--- src/rtl/fp_mul_arbiter.sv ---
// Round-robin arbiter sharing one FP32 multiplier driver among N_REQ requesters.
// One operation in flight at a time: IDLE -> ISSUE -> WAIT -> RESP -> IDLE.
module fp_mul_arbiter #(
  parameter int N_REQ   = 4,
  parameter int TIMEOUT = 64
) (
  input  logic                  clk,
  input  logic                  rst,
  input  logic [N_REQ-1:0]      req_valid,
  input  logic [N_REQ*32-1:0]   req_a,
  input  logic [N_REQ*32-1:0]   req_b,
  output logic [N_REQ-1:0]      req_ready,
  output logic [N_REQ-1:0]      rsp_valid,
  output logic [31:0]           rsp_z,
  output logic                  rsp_timeout,
  output logic                  mul_start,
  output logic [31:0]           mul_a,
  output logic [31:0]           mul_b,
  input  logic                  mul_busy,
  input  logic                  mul_done,
  input  logic [31:0]           mul_z,
  output logic                  busy,
  output logic                  err_timeout
);

  localparam int GW = $clog2(N_REQ);
  localparam int CW = $clog2(TIMEOUT);
  localparam logic [31:0] QNAN = 32'h7FC0_0000;

  typedef enum logic [1:0] {S_IDLE, S_ISSUE, S_WAIT, S_RESP} state_t;

  state_t             state;
  logic [GW-1:0]      gid;
  logic [GW-1:0]      search_start;
  logic [CW-1:0]      cnt;

  logic [2*N_REQ-1:0] rv_dbl;
  logic [N_REQ-1:0]   rv_rot;
  logic [GW-1:0]      pick_off;
  logic [GW:0]        pick_sum;
  logic [GW-1:0]      pick_id;
  logic               pick_found;
  logic [31:0]        sel_a;
  logic [31:0]        sel_b;

  // Rotate the request vector so bit 0 is the first candidate, then take the lowest set bit.
  // NOTE: every combinational output gets a default first so no path leaves it unassigned (no latch).
  always_comb begin
    rv_dbl     = {req_valid, req_valid};
    rv_rot     = rv_dbl[N_REQ-1:0];
    rv_rot     = N_REQ'(rv_dbl >> search_start);
    pick_off   = '0;
    pick_found = 1'b0;
    for (int k = N_REQ - 1; k >= 0; k--) begin
      if (rv_rot[k]) begin
        pick_off   = GW'(k);
        pick_found = 1'b1;
      end
    end
    pick_sum = {1'b0, search_start} + {1'b0, pick_off};
    if (pick_sum >= (GW+1)'(N_REQ)) begin
      pick_id = GW'(pick_sum - (GW+1)'(N_REQ));
    end else begin
      pick_id = pick_sum[GW-1:0];
    end
  end

  always_comb begin
    sel_a = '0;
    sel_b = '0;
    for (int k = 0; k < N_REQ; k++) begin
      if (pick_id == GW'(k)) begin
        sel_a = req_a[k*32 +: 32];
        sel_b = req_b[k*32 +: 32];
      end
    end
  end

  // NOTE: sequential state uses non-blocking assignments so all registers update together at the edge.
  always_ff @(posedge clk) begin
    if (rst) begin
      state        <= S_IDLE;
      gid          <= '0;
      search_start <= '0;
      cnt          <= '0;
      req_ready    <= '0;
      rsp_valid    <= '0;
      mul_start    <= 1'b0;
      busy         <= 1'b0;
      rsp_timeout  <= 1'b0;
      err_timeout  <= 1'b0;
      rsp_z        <= '0;
      mul_a        <= '0;
      mul_b        <= '0;
    end else begin
      // Handshake outputs are single-cycle pulses unless a state below raises them.
      req_ready <= '0;
      rsp_valid <= '0;
      mul_start <= 1'b0;
      case (state)
        S_IDLE: begin
          if (pick_found && !mul_busy) begin
            gid       <= pick_id;
            mul_a     <= sel_a;
            mul_b     <= sel_b;
            req_ready <= N_REQ'(1) << pick_id;
            mul_start <= 1'b1;
            busy      <= 1'b1;
            state     <= S_ISSUE;
          end
        end
        S_ISSUE: begin
          cnt   <= '0;
          state <= S_WAIT;
        end
        S_WAIT: begin
          if (mul_done && !mul_busy) begin
            rsp_z       <= mul_z;
            rsp_timeout <= 1'b0;
            rsp_valid   <= N_REQ'(1) << gid;
            state       <= S_RESP;
          end else if (cnt == CW'(TIMEOUT - 1)) begin
            rsp_z       <= QNAN;
            rsp_timeout <= 1'b1;
            err_timeout <= 1'b1;
            rsp_valid   <= N_REQ'(1) << gid;
            state       <= S_RESP;
          end else begin
            cnt <= cnt + 1'b1;
          end
        end
        S_RESP: begin
          search_start <= (gid == GW'(N_REQ - 1)) ? '0 : gid + GW'(1);
          busy         <= 1'b0;
          state        <= S_IDLE;
        end
        default: state <= S_IDLE;
      endcase
    end
  end

endmodule

--- config.mk ---
export PLATFORM = sky130hd
export DESIGN_NAME = fp_mul_arbiter
export DESIGN_NICKNAME = d
export VERILOG_FILES = /design/src/rtl/fp_mul_arbiter.sv
export SDC_FILE = /design/constraint.sdc
export NUM_CORES = 1
export LEC_CHECK = 0
export BUFFER_PORTS_ARGS = -buffer_cell sky130_fd_sc_hd__clkbuf_2
export CORE_AREA = 2 2 156 158
export CTS_CLUSTER_DIAMETER = 120
export DETAILED_ROUTE_END_ITERATION = 7
export DIE_AREA = 0 0 158 160
export GPL_ROUTABILITY_DRIVEN = 0
export PLACE_DENSITY = 0.65
export SLEW_MARGIN = 20
export SYNTH_ARGS = -nofsm -noshare
export SYNTH_HDL_FRONTEND = slang
export SYNTH_SLANG_ARGS = --single-unit
--- constraint.sdc ---
create_clock -name clk -period 2.7 [get_ports clk]
set_clock_uncertainty 0.15 [all_clocks]
set_input_delay 0.27 -clock clk [delete_from_list [all_inputs] [get_ports clk]]
set_output_delay 0.27 -clock clk [all_outputs]
set_load 0.01 [all_outputs]
==> metrics.md, run 1 <==
| Metric | Value |
|---|---|
| DRC Markers | `0` |
| Critical-path maximum fanout | `10` |
| Maximum number of buffers from clock root to sink | `2` |
| Worst hold path type | `in -> reg` |
| DP Worst Slack | `-101 ps` |
| Hold Crit Start | `req_a[50]` |
| EDFF count, synth | `0` |
| WP data arrival | `approximately 2800 ps` |
| Worst-margin pin slew | `around 920 ps` |
| Worst vdd ir | `336 µV` |
| Mean number of vias per cell | `5.17` |
| Die Ht | `between 150 and 200 µm` |
| Dominant synthesized flop cell | `dfxtp_1` |
| Final #Nets | `1504` |
| Final WL | `roughly 29000 µm` |
| Worst-Skew Late Latency | `410 ps` |
| Vias in the first global route | `7711` |
| Syn-to-layout area delta | `81.5%` |
| Lkg Pwr | `4.85 nW` |
| Final worst-path cycle share | `97.6%` |
| 1st-pass router iterations | `5` |
| # rows | `between 50 and 60` |
| Final Max Tran Viols | `0` |
| Final setup violation count | `0` |
| Synth Warn # | `0` |
| DP HPWL | `18600 µm` |
| Synthesized flop and latch total | `120` |
| Synthesized Nets | `992` |
| Min cycle time layout | `approximately 2600 ps` |
| Power Density | `728 nW/µm²` |
| DRT iter0 DRCs | `about 600` |
| Max H-tree Level | `4` |
| Status | `complete, no violations` |
| Initial Utilization | `24.4%` |
| GRT Overall Usage | `20.2%` |
| Die area | `approximately 25000 µm²` |
| Area contributors post-synth | `dfxtp_1 41%, nand3_1 17%, a221o_1 11%` |
| TritonCTS clock tree | `built` |
| Antenna-violating nets left | `0` |
| Tot Pwr | `between 7 and 8 mW` |
| CP required | `2840 ps` |
| Slew margin rel. | `38.5%` |
| FFs w/ async S/R, synth | `0%` |
| Synth top area share | `41.4%` |
| Min-Delay Path Depth | `4` |
| Clock transition at the registers of the reported paths | `roughly 70 ps` |
| Final Hold Vio Count | `0` |
| Final worst slack | `66.1 ps` |
| Port Buffers | `403` |
| Max Cap Viol | `0` |
| Worst setup EP type | `flop` |
| Distinct cell type count after synthesis | `39` |
| Layout cells sized above 1 | `between 40% and 50%` |
| RSZ-0062 raised after global routing | `true` |
| Avg Inst Size Synth | `8.47 µm²` |
| Final instance area | `10500 µm²` |
| Most common library cells after synthesis | `194 x nand3_1, 120 x dfxtp_1, 64 x a31oi_1` |
| Most numerous cell in the Yosys netlist | `nand3_1` |
| Total clock sinks | `120` |
| Setup TNS | `0 ps` |
| Critical path type | `reg -> reg` |
| Post-Synthesis Cells | `686` |
| Hold EP | `mul_a[18]` |
| Io pins | `a little over 400` |
| Antenna violations before repair | `2` |
| Reg2reg end | `mul_b[7]` |
| Core box area | `~24000 µm²` |
| Pin count of the biggest net entering global routing | `59` |
| Worst r2r path cells | `12` |
| Reg2reg setup slack | `roughly 66 ps` |
| Startpoint Class | `flop` |
| Final hold slack | `99.3 ps` |
| Total CTS buffers | `17` |
| Leading area contributor after synthesis | `dfxtp_1` |
| Via Count | `7940` |
| Routed length per placed instance | `18.8 µm` |
| Reg-to-reg startpoint | `search_start[0]` |
| Placed inst area | `8470 µm²` |
| Cell Area, Synth | `just under 6000 µm²` |
| Congestion Overflow GR | `0` |
| Chip width | `158 µm` |
| First-pass GRT wire length | `40000 µm` |
| Clock root cell | `clkbuf_16` |
| Fmax | `0.380 GHz` |
| Register area share after synthesis | `between 40% and 50%` |
-- state kept, by name, summed over array words and instances (netlist names) --
register and flops:
req_ready 4, cnt 6, rsp_z 32, gid 2, rsp_valid 4, mul_a 32
mul_start 1, state 2, search_start 2, rsp_timeout 1, mul_b 32, err_timeout 1
busy 1
-- cell families after synthesis --
kind of cell | count (synthesis) | synth area share, %
multiplexers | 6 | 1.03
AND/OR/NAND/NOR | 293 | 24.3
AO/OA/AOI/OAI | 171 | 24.0
flip-flops | 120 | 41.4
adder cells (fa/ha/maj) | 10 | 2.15
buffers and inverters | 80 | 6.03
XOR/XNOR | 6 | 1.23
-- power by group --
part / switching [mW] / internal, mW / total, mW
combinational: 1.68 / 1.38 / 3.06
clock: 0.957 / 1.38 / 2.34
sequential: 0.195 / 2.08 / 2.28
total: 2.83 / 4.84 / 7.68
-- cells in the final DEF, fill, tap and decap left out, types with 3 or more instances in the layout --
| cell type | instances |
|---|---|
| a22o_1 | 15 |
| nand2b_1 | 5 |
| nor2_1 | 53 |
| a221o_1 | 63 |
| clkbuf_16 | 26 |
| a22oi_1 | 9 |
| inv_6 | 5 |
| buf_12 | 16 |
| a21oi_1 | 6 |
| a31oi_1 | 60 |
| and3_1 | 5 |
| nand3_1 | 192 |
| dlygate4sd3_1 | 95 |
| a31oi_2 | 4 |
| dfxtp_1 | 119 |
| mux2i_1 | 6 |
| ha_1 | 9 |
| nor3_1 | 11 |
| inv_1 | 7 |
| clkbuf_2 | 404 |
| and2_1 | 5 |
| buf_6 | 8 |
| buf_16 | 3 |
| buf_4 | 30 |
| nand2_1 | 12 |
| clkinv_4 | 3 |
-- routing by layer --
| metal | share of wire (%) | vias up | global-route usage, % |
|---|---|---|---|
| li1 | - | 3669 | - |
| met4 | 2.8 | 0 | 8.07 |
| met3 | 8.8 | 61 | 6.19 |
| met2 | 48 | 488 | 33.8 |
| met5 | 0 | - | 0 |
| met1 | 40 | 3722 | 23.9 |
-- through the flow --
stage          utilization [%]  cells
2_1_floorplan                -    686
3_3_place_gp              35.6   1385
3_5_place_dp              35.6   1385
4_1_cts                   42.1   1512
5_1_grt                   44.3   1537
6_report                  44.3   1537
-- worst max-delay path, cell delays in order, from the launching register on --
cell       delay, ps
dfxtp_4          370
nor4_2           330
a21oi_2           70
o21ai_2           90
ha_4             150
xnor2_1           50
buf_4            160
xnor2_4          280
buf_12           180
nor2_4            40
buf_12           160
clkbuf_16        180
a221o_1          290
-- how the worst max path moves through the flow --
stage / startpoint / endpoint / cells past startpoint
after CTS: search_start[0] / mul_a[6] / 12
after global placement: req_valid[3] / mul_b[5] / 13
after floorplan: search_start[0] / mul_a[23] / 12
after detailed placement: search_start[0] / mul_a[6] / 13
after global routing: search_start[0] / mul_b[26] / 13
final: search_start[0] / mul_b[7] / 12
-- cell type report --
cell class	instances	area [µm²]
antenna	2	5.00
clock buffer	17	425
clock inverter	15	166
fill	2332	13300
inverter	8	32.5
multi-input combinational	486	3190
sequential	120	2410
tap	324	405
timing repair buffer	565	3920
-- what timing repair did --
| action | CTS | global route |
|---|---|---|
| hold endpoints to repair | 95 | 0 |
| buffers inserted | 0 | 10 |
| setup endpoints to repair | 63 | 63 |
| hold buffers | 95 | 0 |
| pin swaps | 0 | 11 |
| resized for setup | 4 | 17 |
| gates cloned | 0 | 15 |
(Power assumes the default switching activity.)
==> run 2: changes to the inputs <==
- MAX_ROUTING_LAYER: not set -> met4
==> metrics.md, run 2 (synthesized netlist as in run 1, its figures left out) <==
| Metric | Value |
|---|---|
| Slew margin rel. | `39.5% (was 38.5%)` |
| CP required | `2850 ps (was 2840 ps)` |
| Final Max Tran Viols | `0 (unchanged)` |
| Syn-to-layout area delta | `83.0% (was 81.5%)` |
| Final WL | `29200 µm (was 28900 µm)` |
| Tot Pwr | `7.70 mW (was 7.68 mW)` |
| Multi-input gate area in the final layout | `3190 µm² (about the same)` |
| Min-Delay Path Depth | `4 (unchanged)` |
| Final Hold Vio Count | `0 (unchanged)` |
| DP Worst Slack | `-101 ps (unchanged)` |
| Max Cap Viol | `0 (unchanged)` |
| Chip width | `158 µm (unchanged)` |
| First-pass GRT wire length | `40000 µm (about the same)` |
| Power Density | `725 nW/µm² (was 728 nW/µm²)` |
| DRC Markers | `0 (unchanged)` |
| Die Ht | `160 µm (unchanged)` |
| Die area | `25300 µm² (unchanged)` |
| Pin count of the biggest net entering global routing | `59 (unchanged)` |
| Io pins | `404 (unchanged)` |
| Clock transition at the registers of the reported paths | `70 ps (about the same)` |
| DP HPWL | `18600 µm (unchanged)` |
| Worst setup EP type | `flop (unchanged)` |
| FF/Latch Area | `2410 µm² (unchanged)` |
| Worst r2r path cells | `11 (was 12)` |
| Vias in the first global route | `7713 (was 7711)` |
| Layout cells sized above 1 | `43.1% (was 43.4%)` |
| Worst hold path type | `in -> reg (unchanged)` |
| Port Buffers | `403 (unchanged)` |
| Startpoint Class | `flop (unchanged)` |
| RSZ-0062 raised after global routing | `false (was true)` |
| Regs by FF count | `mul_a x32, mul_b x32, rsp_z x32 (unchanged)` |
| Fmax | `0.379 GHz (was 0.380 GHz)` |
| Mean number of vias per cell | `5.08 (was 5.17)` |
| Status | `complete, no violations (unchanged)` |
| Lkg Pwr | `4.89 nW (was 4.85 nW)` |
| Worst-Skew Late Latency | `410 ps (about the same)` |
| Final worst slack | `59.8 ps (was 66.1 ps)` |
| Max H-tree Level | `4 (unchanged)` |
| Via Count | `7825 (was 7940)` |
| Worst-path cell chain | `buf_4 > buf_4 > o32ai_2 > a32oi_4 > buf_12 > xnor2_4 > buf_12 > nor2_4 > buf_12 > clkbuf_16 > a221o_1 (was nor4_2 > a21oi_2 > o21ai_2 > ha_4 > xnor2_1 > buf_4 > xnor2_4 > buf_12 > nor2_4 > buf_12 > clkbuf_16 > a221o_1)` |
| Core box area | `23800 µm² (unchanged)` |
| GRT Overall Usage | `20.7% (was 20.2%)` |
| Total clock sinks | `120 (unchanged)` |
| Most frequent cells in the layout | `403 x clkbuf_2, 194 x nand3_1, 119 x dfxtp_1 (was 404 x clkbuf_2, 192 x nand3_1, 119 x dfxtp_1)` |
| Congestion Overflow GR | `0 (unchanged)` |
| Total CTS buffers | `17 (unchanged)` |
| # rows | `57 (unchanged)` |
| Final setup violation count | `0 (unchanged)` |
| CP max-delay cell | `dfxtp_4 (unchanged)` |
| Critical path type | `reg -> reg (unchanged)` |
| Initial Utilization | `24.4% (unchanged)` |
| Final worst-path cycle share | `97.8% (was 97.6%)` |
| WP data arrival | `2790 ps (was 2780 ps)` |
| Final #Nets | `1506 (was 1504)` |
| Clock root cell | `clkbuf_16 (unchanged)` |
| Final-layout fill cell count | `2328 (was 2332)` |
| Routed length per placed instance | `19.0 µm (was 18.8 µm)` |
| DRT iter0 DRCs | `714 (was 602)` |
| 1st-pass router iterations | `5 (unchanged)` |
| Critical-path maximum fanout | `10 (unchanged)` |
| Antenna-violating nets left | `0 (unchanged)` |
| Maximum number of buffers from clock root to sink | `2 (unchanged)` |
| Slowest cell delay on critical path | `370 ps (about the same)` |
| Min cycle time layout | `2640 ps (was 2630 ps)` |
| Worst vdd ir | `336 µV (about the same)` |
| Antenna violations before repair | `2 (unchanged)` |
| CP most frequent cell | `buf_12 (unchanged)` |
| Worst-margin pin slew | `905 ps (was 921 ps)` |
| Most common cell after layout, fill and taps aside | `clkbuf_2 (unchanged)` |
| TritonCTS clock tree | `built (unchanged)` |
run 2: final cells by class:
class / count / share of cell area, %
multi-input combinational: 486 / 30.0
sequential: 120 / 22.6
antenna: 2 / 0.0471
timing repair buffer: 567 / 37.7
clock buffer: 17 / 4.00
inverter: 8 / 0.306
tap: 324 / 3.81
clock inverter: 15 / 1.57
run 2: routing by layer:
layer	part of all wire, %	wire length (µm)	global-route usage (%)	vias up
met5	0	0	-	-
met4	2.3	673	7.94	0
met3	8.9	2590	5.54	55
met2	48	14100	33.8	424
met1	41	11900	24.3	3674
li1	-	-	-	3672
run 2: through the flow:
step / TNS (ps) / util [%] / std cells / hold WS (ps) / cell area [µm²]
2_1_floorplan: 0 / - / 686 / 253 / 5810
3_3_place_gp: -270 / 35.6 / 1385 / 302 / 8470
3_5_place_dp: -2700 / 35.6 / 1385 / 303 / 8470
4_1_cts: 0 / 42.1 / 1512 / 74.8 / 10000
5_1_grt: 0 / 44.6 / 1539 / 105 / 10600
6_report: 0 / 44.6 / 1539 / 97.3 / 10600
run 2: path summary, 6_finish.rpt:
path,startpoint,endpoint,slack [ps]
min,req_a[50],mul_a[18],100
max reg2reg,search_start[0],mul_a[26],60
min reg2reg,rsp_z[19],rsp_z[19],330
max,search_start[0],mul_a[26],60
run 2: where the power goes:
group	internal, mW	total, mW	switching (mW)
logic	1.41	3.09	1.68
clock network	1.38	2.34	0.956
registers	2.08	2.28	0.197
run 2: what timing repair did:
| action | 4_1_cts | 5_1_grt |
|---|---|---|
| gates resized for setup | 4 | 17 |
| hold buffers | 95 | 0 |
| buffers inserted | 0 | 12 |
| setup endpoints to repair | 63 | 63 |
| cloned | 0 | 15 |
| pin swaps | 0 | 12 |
| hold endpoints to repair | 95 | 0 |
run 2: critical path: cells and delay by family, from the launching register on:
family | cells | cell delay, ps
compound gates | 3 | 720
xor+xnor | 1 | 250
simple gates | 1 | 60
flops | 1 | 370
buf+inv | 6 | 960
